**src/rtl/status_indicator.sv**
```systemverilog
// N-channel LED indicator driver: each channel shows its status input as a level,
// a stretched pulse, a gated blink or the shared heartbeat, selected at run time.
module status_indicator #(
  parameter int unsigned N_CH       = 4,
  parameter int unsigned CLK_HZ     = 200000000,
  parameter int unsigned BLINK_HZ   = 1,
  parameter int unsigned STRETCH_MS = 50
) (
  input  logic              sysclk,
  input  logic              sysrst,
  input  logic [2*N_CH-1:0] mode,
  input  logic [N_CH-1:0]   sig,
  output logic [N_CH-1:0]   leds,
  output logic              hb
);

  localparam int unsigned P  = CLK_HZ / 1000;
  localparam int unsigned H  = 500 / BLINK_HZ;
  localparam int unsigned SW = $clog2(STRETCH_MS + 1);
  localparam int unsigned PW = (P > 1) ? $clog2(P) : 1;
  localparam int unsigned HW = (H > 1) ? $clog2(H) : 1;

  typedef enum logic [1:0] {
    MODE_LEVEL     = 2'b00,
    MODE_STRETCH   = 2'b01,
    MODE_BLINK     = 2'b10,
    MODE_HEARTBEAT = 2'b11
  } mode_e;

  logic [PW-1:0]   pcnt_q, pcnt_d;
  logic [HW-1:0]   hcnt_q, hcnt_d;
  logic            hb_q, hb_d;
  logic [N_CH-1:0] sig_dly_q, sig_dly_d;
  logic [N_CH-1:0] leds_q, leds_d;
  logic [SW-1:0]   scnt_q [N_CH];
  logic [SW-1:0]   scnt_d [N_CH];
  logic            ms_tick;
  logic [N_CH-1:0] ch_edge;

  assign ms_tick = (pcnt_q == PW'(P - 1));

  always_comb begin
    pcnt_d    = ms_tick ? '0 : pcnt_q + PW'(1);
    hcnt_d    = hcnt_q;
    hb_d      = hb_q;
    sig_dly_d = sig;
    leds_d    = '0;
    ch_edge   = sig & ~sig_dly_q;

    if (ms_tick) begin
      if (hcnt_q == HW'(H - 1)) begin
        hcnt_d = '0;
        hb_d   = ~hb_q;
      end else begin
        hcnt_d = hcnt_q + HW'(1);
      end
    end

    for (int unsigned i = 0; i < N_CH; i++) begin
      // A fresh edge reloads even when a tick lands in the same cycle.
      scnt_d[i] = scnt_q[i];
      if (ch_edge[i]) begin
        scnt_d[i] = SW'(STRETCH_MS);
      end else if (ms_tick && (scnt_q[i] != '0)) begin
        scnt_d[i] = scnt_q[i] - SW'(1);
      end

      // Stretch shows the count from before this cycle's update, hence its 2-cycle latency.
      case (mode_e'(mode[2*i +: 2]))
        MODE_LEVEL:     leds_d[i] = sig[i];
        MODE_STRETCH:   leds_d[i] = (scnt_q[i] != '0);
        MODE_BLINK:     leds_d[i] = sig[i] & hb_q;
        MODE_HEARTBEAT: leds_d[i] = hb_q;
        default:        leds_d[i] = 1'b0;
      endcase
    end
  end

  always_ff @(posedge sysclk) begin
    if (sysrst) begin
      pcnt_q    <= '0;
      hcnt_q    <= '0;
      hb_q      <= 1'b0;
      sig_dly_q <= '0;
      leds_q    <= '0;
      for (int unsigned i = 0; i < N_CH; i++) begin
        scnt_q[i] <= '0;
      end
    end else begin
      pcnt_q    <= pcnt_d;
      hcnt_q    <= hcnt_d;
      hb_q      <= hb_d;
      sig_dly_q <= sig_dly_d;
      leds_q    <= leds_d;
      for (int unsigned i = 0; i < N_CH; i++) begin
        scnt_q[i] <= scnt_d[i];
      end
    end
  end

  assign leds = leds_q;
  assign hb   = hb_q;

endmodule
```
**config.mk**
```make
export PLATFORM = sky130hd
export DESIGN_NAME = status_indicator
export DESIGN_NICKNAME = d
export VERILOG_FILES = /design/src/rtl/status_indicator.sv
export SDC_FILE = /design/constraint.sdc
export NUM_CORES = 1
export LEC_CHECK = 0
export ABC_AREA = 1
export CAP_MARGIN = 0
export CORE_MARGIN = 2
export CORE_UTILIZATION = 64
export CTS_CLUSTER_SIZE = 10
export DETAILED_ROUTE_END_ITERATION = 12
export PLACE_DENSITY = 0.94
export SLEW_MARGIN = 20
export SYNTH_ARGS = -nofsm -noshare
export SYNTH_HDL_FRONTEND = slang
export SYNTH_SLANG_ARGS = --single-unit
```
**constraint.sdc**
```tcl
create_clock -name sysclk -period 3.2 [get_ports sysclk]
set_input_delay 0.64 -clock sysclk [delete_from_list [all_inputs] [get_ports sysclk]]
set_output_delay 0.64 -clock sysclk [all_outputs]
set_load 0.02 [all_outputs]
```
==> results of run 1 <==
## synthesized netlist by cell type
cell,instances,area (um2)
sky130_fd_sc_hd__nand2_2,2,12.5
sky130_fd_sc_hd__nor2_1,70,263
sky130_fd_sc_hd__or2_2,5,31.3
sky130_fd_sc_hd__clkinv_1,1,3.75
sky130_fd_sc_hd__xor2_1,10,87.6
sky130_fd_sc_hd__o21bai_1,1,7.51
sky130_fd_sc_hd__nand3_1,46,230
sky130_fd_sc_hd__xnor2_1,4,35.0
sky130_fd_sc_hd__o31ai_1,1,7.51
sky130_fd_sc_hd__and3_1,1,6.26
sky130_fd_sc_hd__inv_2,2,7.51
sky130_fd_sc_hd__clkbuf_1,4,15.0
sky130_fd_sc_hd__nor3_2,3,30.0
sky130_fd_sc_hd__a21oi_1,26,130
sky130_fd_sc_hd__o21ai_0,12,60.1
sky130_fd_sc_hd__buf_2,3,15.0
sky130_fd_sc_hd__nand3_4,1,17.5
sky130_fd_sc_hd__nor3b_1,3,22.5
sky130_fd_sc_hd__nand4_1,10,62.6
sky130_fd_sc_hd__nor2_4,7,78.8
sky130_fd_sc_hd__dfxtp_1,60,1200
sky130_fd_sc_hd__o221ai_1,4,35.0
sky130_fd_sc_hd__nor2_2,7,43.8
sky130_fd_sc_hd__nand2_1,109,409
sky130_fd_sc_hd__nor3_1,7,35.0
sky130_fd_sc_hd__a31oi_1,4,25.0
sky130_fd_sc_hd__o211ai_1,2,15.0
sky130_fd_sc_hd__nand3_2,2,20.0
sky130_fd_sc_hd__inv_1,82,308
sky130_fd_sc_hd__buf_6,2,22.5
sky130_fd_sc_hd__ha_1,8,100
## flip-flops by register name, indices dropped and copies added (netlist names)
| name | cells |
|---|---|
| scnt_q | 24 |
| pcnt_q | 18 |
| hcnt_q | 9 |
| leds | 4 |
| sig_dly_q | 4 |
| hb | 1 |
## per-layer routing
metal	routed length (um)	global-route usage [%]
met1	3200	32.0
met2	3540	45.0
met3	374	4.62
met4	220	17.8
met5	0	0
## logic make-up after synthesis
logic type	Yosys count	share of synthesized area [%]
compound gates	50	8.40
simple gates	273	37.8
xor+xnor	14	3.67
fa+ha+maj	8	3.00
flops	60	36.0
buf+inv	94	11.1
## power groups by stage
stage | Sequential [mW] | Clock [mW] | Combinational [mW]
after global routing | 0.784 | 0.630 | 0.169
after CTS | 0.781 | 0.601 | 0.149
after floorplan | 0.799 | 0 | 0.0990
final | 0.782 | 0.591 | 0.150
after global placement | 0.797 | 0 | 0.141
after detailed placement | 0.798 | 0 | 0.147
## area by class of cell
cell class / count / area (um2)
multi-input cells: 345 / 1770
fillers: 413 / 1350
flip-flops and latches: 60 / 1200
inverters: 85 / 319
repair buffers: 19 / 188
clock buffers: 11 / 141
well taps: 70 / 87.6
clock inverters: 5 / 27.5
## stage by stage
step                util, %  instance area [um2]  hold WS [ps]  total power [mW]
global route           73.5                 3730           488              1.58
global placement       70.2                 3560           449             0.938
finish                 73.5                 3730           462              1.52
detailed placement     70.2                 3560           455             0.945
CTS                    73.5                 3730           466              1.53
floorplan                 -                 3340           438             0.898
## placed cells by master, fill, tap and decap left out, types with 8 or more instances in the layout
cell,synthesis,final
sky130_fd_sc_hd__nand3_1,46,46
sky130_fd_sc_hd__ha_1,8,8
sky130_fd_sc_hd__nor2_1,70,70
sky130_fd_sc_hd__o21ai_0,12,12
sky130_fd_sc_hd__nand4_1,10,10
sky130_fd_sc_hd__inv_1,82,82
sky130_fd_sc_hd__nand2_1,109,109
sky130_fd_sc_hd__clkdlybuf4s50_1,0,18
sky130_fd_sc_hd__a21oi_1,26,26
sky130_fd_sc_hd__xor2_1,10,10
sky130_fd_sc_hd__dfxtp_1,60,60
sky130_fd_sc_hd__clkbuf_8,0,10
## worst max path at each step
stage	slack, ps	cells past startpoint	start	endpoint
finish	1080	1	hb$_SDFFE_PP0P_	hb
global route	850	6	pcnt_q[0]$_SDFF_PP0_	pcnt_q[11]$_SDFF_PP0_
CTS	1070	1	hb$_SDFFE_PP0P_	hb
detailed placement	1030	4	sysrst	pcnt_q[11]$_SDFF_PP0_
global placement	1050	4	sysrst	pcnt_q[11]$_SDFF_PP0_
floorplan	1690	9	pcnt_q[0]$_SDFF_PP0_	scnt_q[1][1]$_SDFFE_PP0P_
==> impl.org, run 1 <==
** Final layout
- Number of diodes :: 0
- Post-route non-filler standard cell count :: between 500 and 600
- Nets :: approximately 540
- Fraction of final layout cells with drive strength greater than 1 :: about 8.6%
- Compared with the post-synthesis result, the final layout area differs by 11.7%.

** Power
- Power per cell area :: 408 nW/um2
- IR analysis of the VDD net gives a maximum drop of 0.000256 V.
- Proportion of power drawn by the clock network :: 38.8%
- For this design the static power due to leakage is 1.56 nW.
- Internal Power :: 1.12 mW
- Net switching fraction of the power :: 26.2%
- For this design the total switching power over the nets is 398 uW.
- Seq pwr share :: around half
- Part of the power in combinational logic :: 9.8%

** Route
- Detail-routed via count per cell :: 5.34
- The detailed router finished its first iteration with 288 violations.
- Vias post-DR :: about 3200
- For this run, the detailed router's first-pass iteration total came to 5.
- Post-DRT Antenna Nets :: 0
- DRC violation count after routing :: 0
- WL final :: 7340 um
- In the final routed layout, each cell accounts on average for roughly 12 um.

** Outcome
- Status :: completed

** Setup path
- The startpoint identified for the worst register-to-register timing path is pcnt_q[0]$_SDFF_PP0_.
- Walking the worst path, the cells encountered are clkdlybuf4s50_1.
- CP bufs+invs :: 1
- Slowest CP cell :: sky130_fd_sc_hd__clkdlybuf4s50_1
- Worst-case reg-to-reg path depth :: 6
- The worst setup path is launched from a flop.
- Top cell family by delay on the critical path :: buffers and inverters
- Maximum fanout along the worst path :: 7
- At the worst endpoint, the required time is 2560 ps.
- Minimum setup slack among reg-to-reg paths :: around 1100 ps
- Data arrival at the endpoint of the critical path :: 1480 ps
- STA classifies the critical path endpoint as a primary output.
- Endpoint of the worst register-to-register path :: pcnt_q[11]$_SDFF_PP0_
- Stage delay of the slowest cell on the critical path :: 660 ps
- Class of the most critical setup path :: flop to primary output

** STA
- The worst pin sits at a relative slew slack of roughly two thirds.
- The final number of max-transition violations was 0.
- Timing would allow up to between 400 and 500 MHz.
- Final Worst Setup Slack :: 1080 ps
- Total of endpoints with negative setup slack in the final report :: 0
- Skew final :: 8.62 ps
- Ratio of final minimum period to clock period :: 66.3%
- Setup repair after global routing left no endpoint under its margin.
- For the pin with the worst max-slew slack, the measured transition is ~520 ps.
- Post-route minimum period :: 2120 ps
- Hold Vio Cnt, Final :: 0
- For the final routed database, the setup TNS stands at 0 ps.

** Logic synthesis
- Synthesis-stage register bit count :: 60
- Warning count from the yosys run :: 0
- Summed instance area of the synthesized netlist :: 3340 um2
- Share of the yosys chip area belonging to registers :: 36.0%
- Nets in the synthesized netlist :: ~520
- In this run the mean area of a mapped cell was 6.69 um2.
- Yosys cell types :: 31
- Cell count after synthesis :: 499

** Place
- Including well taps, the total number of placed cells is 579.
- Final RePlAce weighted congestion :: 0.918
- Prior to clock tree synthesis, the placed netlist has a worst setup slack of 1030 ps.
- Input and output buffers added on the ports amount to 18.
- Once detailed placement completed, the half-perimeter wirelength came to 5430 um.

** Die
- The die is 76.2 um wide.
- Pin placement for this block handled 19 I/O pins.
- The floorplan has 26 rows.
- Core region area :: just over 5000 um2
- The die covers between 5000 and 6000 um2.
- Measured along the y axis, the die boundary spans 76.2 um.
- Initial standard-cell utilization of the core :: 65.8%

** Run
- Count of maximum capacitance violations :: 0

** Clocking
- Setup bufs post-CTS :: 0
- Clock Tree Root :: sky130_fd_sc_hd__clkbuf_8
- After clock tree synthesis, the repair step resized 0 gates.
- Number of CTS-inserted buffers :: 9
- TritonCTS built the clock tree.
- Clock-pin slew was measured on the worst setup and hold paths at 60 ps.
- Number of clock sinks :: 60
- In this run the number of H-tree levels came out at 3.
- For this design, the CTS-stage hold fixing added 0 buffers.
- The clock passes through at most 2 buffers.
- For the worst-skew pair, the clock arrives at the later sink with an insertion delay of 350 ps.

** Global route
- Largest net degree at the start of global routing :: 22
- Wire length of the first global-routing pass :: 12800 um
- Initial antenna violation count :: 0
- GR Util All Layers :: roughly 27%
- The via count of the first global-routing pass came to 3058.
- Final global-route overflow total :: 0

** Min path
- The path with the worst hold slack has its endpoint at scnt_q[3][0]$_SDFFE_PP0P_.
- Worst hold stages :: 2
- In this run the worst hold path is classified as flop to flop.
- Hold path startpoint :: scnt_q[3][0]$_SDFFE_PP0P_
No activity file was read; power rests on OpenSTA's default activity.
==> run 2, diff against run 1 <==
--- a/config.mk
+++ b/config.mk
@@ -8,10 +8,10 @@
 export ABC_AREA = 1
 export CAP_MARGIN = 0
 export CORE_MARGIN = 2
-export CORE_UTILIZATION = 64
+export CORE_UTILIZATION = 54
 export CTS_CLUSTER_SIZE = 10
 export DETAILED_ROUTE_END_ITERATION = 12
-export PLACE_DENSITY = 0.94
+export PLACE_DENSITY = 0.85
 export SLEW_MARGIN = 20
 export SYNTH_ARGS = -nofsm -noshare
 export SYNTH_HDL_FRONTEND = slang
==> constraint.sdc (replaced) <==
create_clock -name sysclk -period 1.7 [get_ports sysclk]
set_input_delay 0.34 -clock sysclk [delete_from_list [all_inputs] [get_ports sysclk]]
set_output_delay 0.34 -clock sysclk [all_outputs]
set_load 0.02 [all_outputs]
==> run 2 against run 1 <==
- global-route usage decreased by 2.5 points
- clock skew increased by 1.0 ps
- setup slack got worse by 1000 ps
- count of clock-buffer cells in the layout increased by 1
- register-to-register slack got worse by 950 ps
- non-clock buffer count increased by 22
- first-iteration DRC count decreased by 40%
- critical endpoint unchanged
- sequential power increased by 88%
- die area increased by 18%
- clock power increased by 140%
- critical path depth unchanged
- highest routed layer unchanged
==> impl.org, run 2 (synthesis gave the netlist of run 1 again) <==
** Clocking
- Setup bufs post-CTS :: 0 (unchanged)
- The clock tree from TritonCTS was yes (unchanged).
- The CTS root buffer is sky130_fd_sc_hd__clkbuf_8 (unchanged).
- Longest Clk Path Bufs :: 2 (unchanged)
- The number of H-tree levels was 3 (unchanged).
- Number of CTS-inserted buffers :: 9 (unchanged)
- The clock latency reported for the late side of the worst-skew pair was 350 ps (about the same).
- Number of clock sinks :: 60 (unchanged)
- CTS clock-pin slew for the worst setup and hold paths :: 70 ps (was 60 ps)
- The number of hold-repair buffers added at the cts stage came to 0 (unchanged).

** Die
- The starting density of the core was 56.1% (was 65.8%).
- The total I/O pin count is 19 (unchanged).
- Core region area :: 5960 um2 (was 5070 um2)
- The horizontal extent of the die is 82.6 um (was 76.2 um).
- The area of the die was 6830 um2 (was 5810 um2).
- Number of rows created at floorplan :: 28 (was 26)
- Die Ht :: 82.6 um (was 76.2 um)

** Final layout
- The summed area of non-filler cells in the final layout was 4020 um2 (was 3730 um2).
- The ratio of cells with drive above 1 in the final layout came to 13.5% (was 8.57%).
- The count of non-filler cells in the finished layout is 622 (was 595).
- The total number of nets in the final design came to 564 (was 542).
- The register ranked first by flip-flop count is scnt_q (unchanged).
- The growth of design area from synthesis to finish came to 20.5% (was 11.7%).
- The most frequent standard cell in the layout excluding fill and tap cells was sky130_fd_sc_hd__nand2_1 (unchanged).
- The total of fill cells in the finished design was 503 (was 413).
- The flip-flop count of the largest register after layout came to 24 (unchanged).
- Commonest cells after routing, fill and taps aside: sky130_fd_sc_hd__nand2_1 (108), sky130_fd_sc_hd__inv_1 (81), sky130_fd_sc_hd__nor2_1 (67), sky130_fd_sc_hd__dfxtp_1 (59), sky130_fd_sc_hd__nand3_1 (45) (was sky130_fd_sc_hd__nand2_1 (109), sky130_fd_sc_hd__inv_1 (82), sky130_fd_sc_hd__nor2_1 (70), sky130_fd_sc_hd__dfxtp_1 (60), sky130_fd_sc_hd__nand3_1 (46)).
- Number of diodes :: 0 (unchanged)
- Registers with the highest flip-flop counts: scnt_q x24, pcnt_q x18, hcnt_q x9 (unchanged).

** Place
- The weighted congestion reported at the end of routability-driven placement is 0.921 (was 0.918).
- The post-detailed-placement half-perimeter wirelength is 5760 um (was 5430 um).
- Total cell area at the placement stage :: 3760 um2 (was 3560 um2)
- The number of buffers added on ports came to 18 (unchanged).
- DP Cell Count :: 606 (was 579)

** Global route
- The combined global-route utilization of all metal layers was 24.5% (was 27.0%).
- Initial antenna violation count :: 0 (unchanged)
- Met2 Resource Use GR :: 42.3% (was 45.0%)
- The via count of the first global-routing pass is 2984 (was 3058).
- The largest net degree at the start of global routing was 22 (unchanged).
- The global routing met1 resource utilization is 28.8% (was 32.0%).
- Final global-route overflow total :: 0 (unchanged)
- The met3 global-route usage is 6.96% (was 4.62%).
- The most utilized layer in the global route result is met2 (unchanged).
- Wire length of the first global-routing pass :: 12600 um (was 12800 um)

** Setup path
- The largest stage delay on the critical path came to 630 ps (was 660 ps).
- Required time at the endpoint of the critical path :: 1360 ps (was 2560 ps)
- The highest fanout seen on the critical path was 2 (was 7).
- Series of cell instances along the critical path :: clkdlybuf4s50_1 (unchanged)
- Slowest CP cell :: sky130_fd_sc_hd__clkdlybuf4s50_1 (unchanged)
- Startpoint type of the worst setup path :: flop (unchanged)
- The total buffers and inverters traversed by the critical path is 1 (unchanged).
- The critical path data arrival time was 1300 ps (was 1480 ps).
- The kind of critical path was flop to primary output (unchanged).
- The kind of capture point of the worst setup path is a primary output (unchanged).
- Top cell family by delay on the critical path :: buffers and inverters (unchanged)

** STA
- The worst path in the final design needs a cycle of about 1600 ps, including I/O delays and setup.
- Ratio of final minimum period to clock period :: 96.7%
- RSZ-0062 raised after global routing :: false (unchanged)
- Timing would allow up to 609 MHz.
- Hold Vio Cnt, Final :: 0 (unchanged)
- Final number of max-transition violations :: 0 (unchanged)
- The slew at the pin closest to its max-slew limit came to 375 ps (was 523 ps).
- Final hold slack :: 465 ps (was 462 ps)
- The worst slew slack as a fraction of its limit came to 74.8% (was 65.1%).
- The count of endpoints failing setup in the final report came to 0 (unchanged).
- The summed negative setup slack over all endpoints is 0 ps (unchanged).
- The largest clock skew in the final design was 9.62 ps (was 8.62 ps).

** Power
- The worst IR drop on VDD is 0.000589 V (was 0.000256 V).
- The static leakage came to 1.70 nW (was 1.56 nW).
- Power per cell area :: 802 nW/um2 (was 408 nW/um2)

** Route
- The routed wire length per instance came to 12.4 um (was 12.3 um).
- Detail-routed via count per cell :: 5.26 (was 5.34)
- The count of antenna-violating nets left after detailed routing is 0 (unchanged).
- Initial DRC Count :: 172 (was 288)
- First-pass detailed-route iteration total :: 5 (unchanged)
- WL final :: 7730 um (was 7340 um)
- The DRC violations left is 0 (unchanged).
- Vias post-DR :: 3272 (was 3179)

** Min path
- Worst hold path type :: flop to flop (unchanged)

** Outcome
- Status :: completed (unchanged)

** Run
- The max-capacitance violation count came to 0 (unchanged).
==> run 2: cell types whose count changed in the layout (fill, tap and decap cells not counted), sizes merged <==
cell	previous run	this run
buf	1	23
bufinv	0	2
clkbuf	11	12
clkinv	5	2
==> run 2: cell type report <==
cell class	count	area, um2	share of cell area (%)
Clock inverter	4	72.6	1.80
Tap cell	75	93.8	2.33
Clock buffer	12	145	3.61
Inverter	85	319	7.93
Timing Repair Buffer	41	378	9.40
Multi-Input combinational cell	345	1810	45.0
Sequential cell	60	1200	29.9
==> run 2: what timing repair did <==
item / CTS / global route
endpoints found under the setup margin: 1 / 20
resized for setup: 1 / 11
gates cloned: 0 / 0
==> run 2: metal layers <==
layer / vias up / share of wire, % / wire length (um)
met1: 1499 / 43 / 3340
met2: 86 / 49 / 3820
met4: 0 / 2.5 / 196
met5: - / 0 / 0
li1: 1666 / - / -
met3: 21 / 4.8 / 371
==> run 2: worst register-to-register path, cell delays in order (launching register included) <==
cell	delay (ps)
sky130_fd_sc_hd__dfxtp_1	320
sky130_fd_sc_hd__inv_1	110
sky130_fd_sc_hd__ha_1	180
sky130_fd_sc_hd__inv_1	50
sky130_fd_sc_hd__nor3_1	200
sky130_fd_sc_hd__nand2_1	100
sky130_fd_sc_hd__inv_1	210
sky130_fd_sc_hd__nor2_4	70
sky130_fd_sc_hd__nand2_1	70
sky130_fd_sc_hd__nand3_1	70
sky130_fd_sc_hd__nand2_1	60
sky130_fd_sc_hd__inv_1	40
==> run 2: worst paths after layout <==
| kind | start | endpoint | slack [ps] | depth (start not counted) |
|---|---|---|---|---|
| hold reg to reg | scnt_q[1][0]$_SDFFE_PP0P_ | scnt_q[1][0]$_SDFFE_PP0P_ | 470 | 2 |
| hold / removal | scnt_q[1][0]$_SDFFE_PP0P_ | scnt_q[1][0]$_SDFFE_PP0P_ | 470 | 2 |
| setup / recovery | hb$_SDFFE_PP0P_ | hb | 60 | 1 |
| setup reg to reg | scnt_q[0][0]$_SDFFE_PP0P_ | scnt_q[0][1]$_SDFFE_PP0P_ | 140 | 11 |
==> run 2: metrics by stage <==
step,power [mW],util [%],setup slack (ps)
final,3.22,67.5,56.9
after global routing,3.34,67.5,1.74
after CTS,3.24,66.8,33.0
after detailed placement,1.81,63.1,68.4
after global placement,1.80,63.1,109
after floorplan,1.69,-,190
==> run 2: power by group <==
group / switching (mW) / total, mW / leakage, nW / internal, mW
Clock: 0.565 / 1.43 / 0.107 / 0.864
Sequential: 0.0297 / 1.47 / 0.489 / 1.44
Combinational: 0.182 / 0.322 / 1.10 / 0.140
Total: 0.776 / 3.22 / 1.70 / 2.45
==> run 3, diff against run 2 <==
--- a/config.mk
+++ b/config.mk
@@ -6,7 +6,7 @@
 export NUM_CORES = 1
 export LEC_CHECK = 0
 export ABC_AREA = 1
-export CAP_MARGIN = 0
+export CAP_MARGIN = 20
 export CORE_MARGIN = 2
 export CORE_UTILIZATION = 54
 export CTS_CLUSTER_SIZE = 10
==> results of run 3 <==
The final DEF is identical to that of run 2; final timing and power are the same.
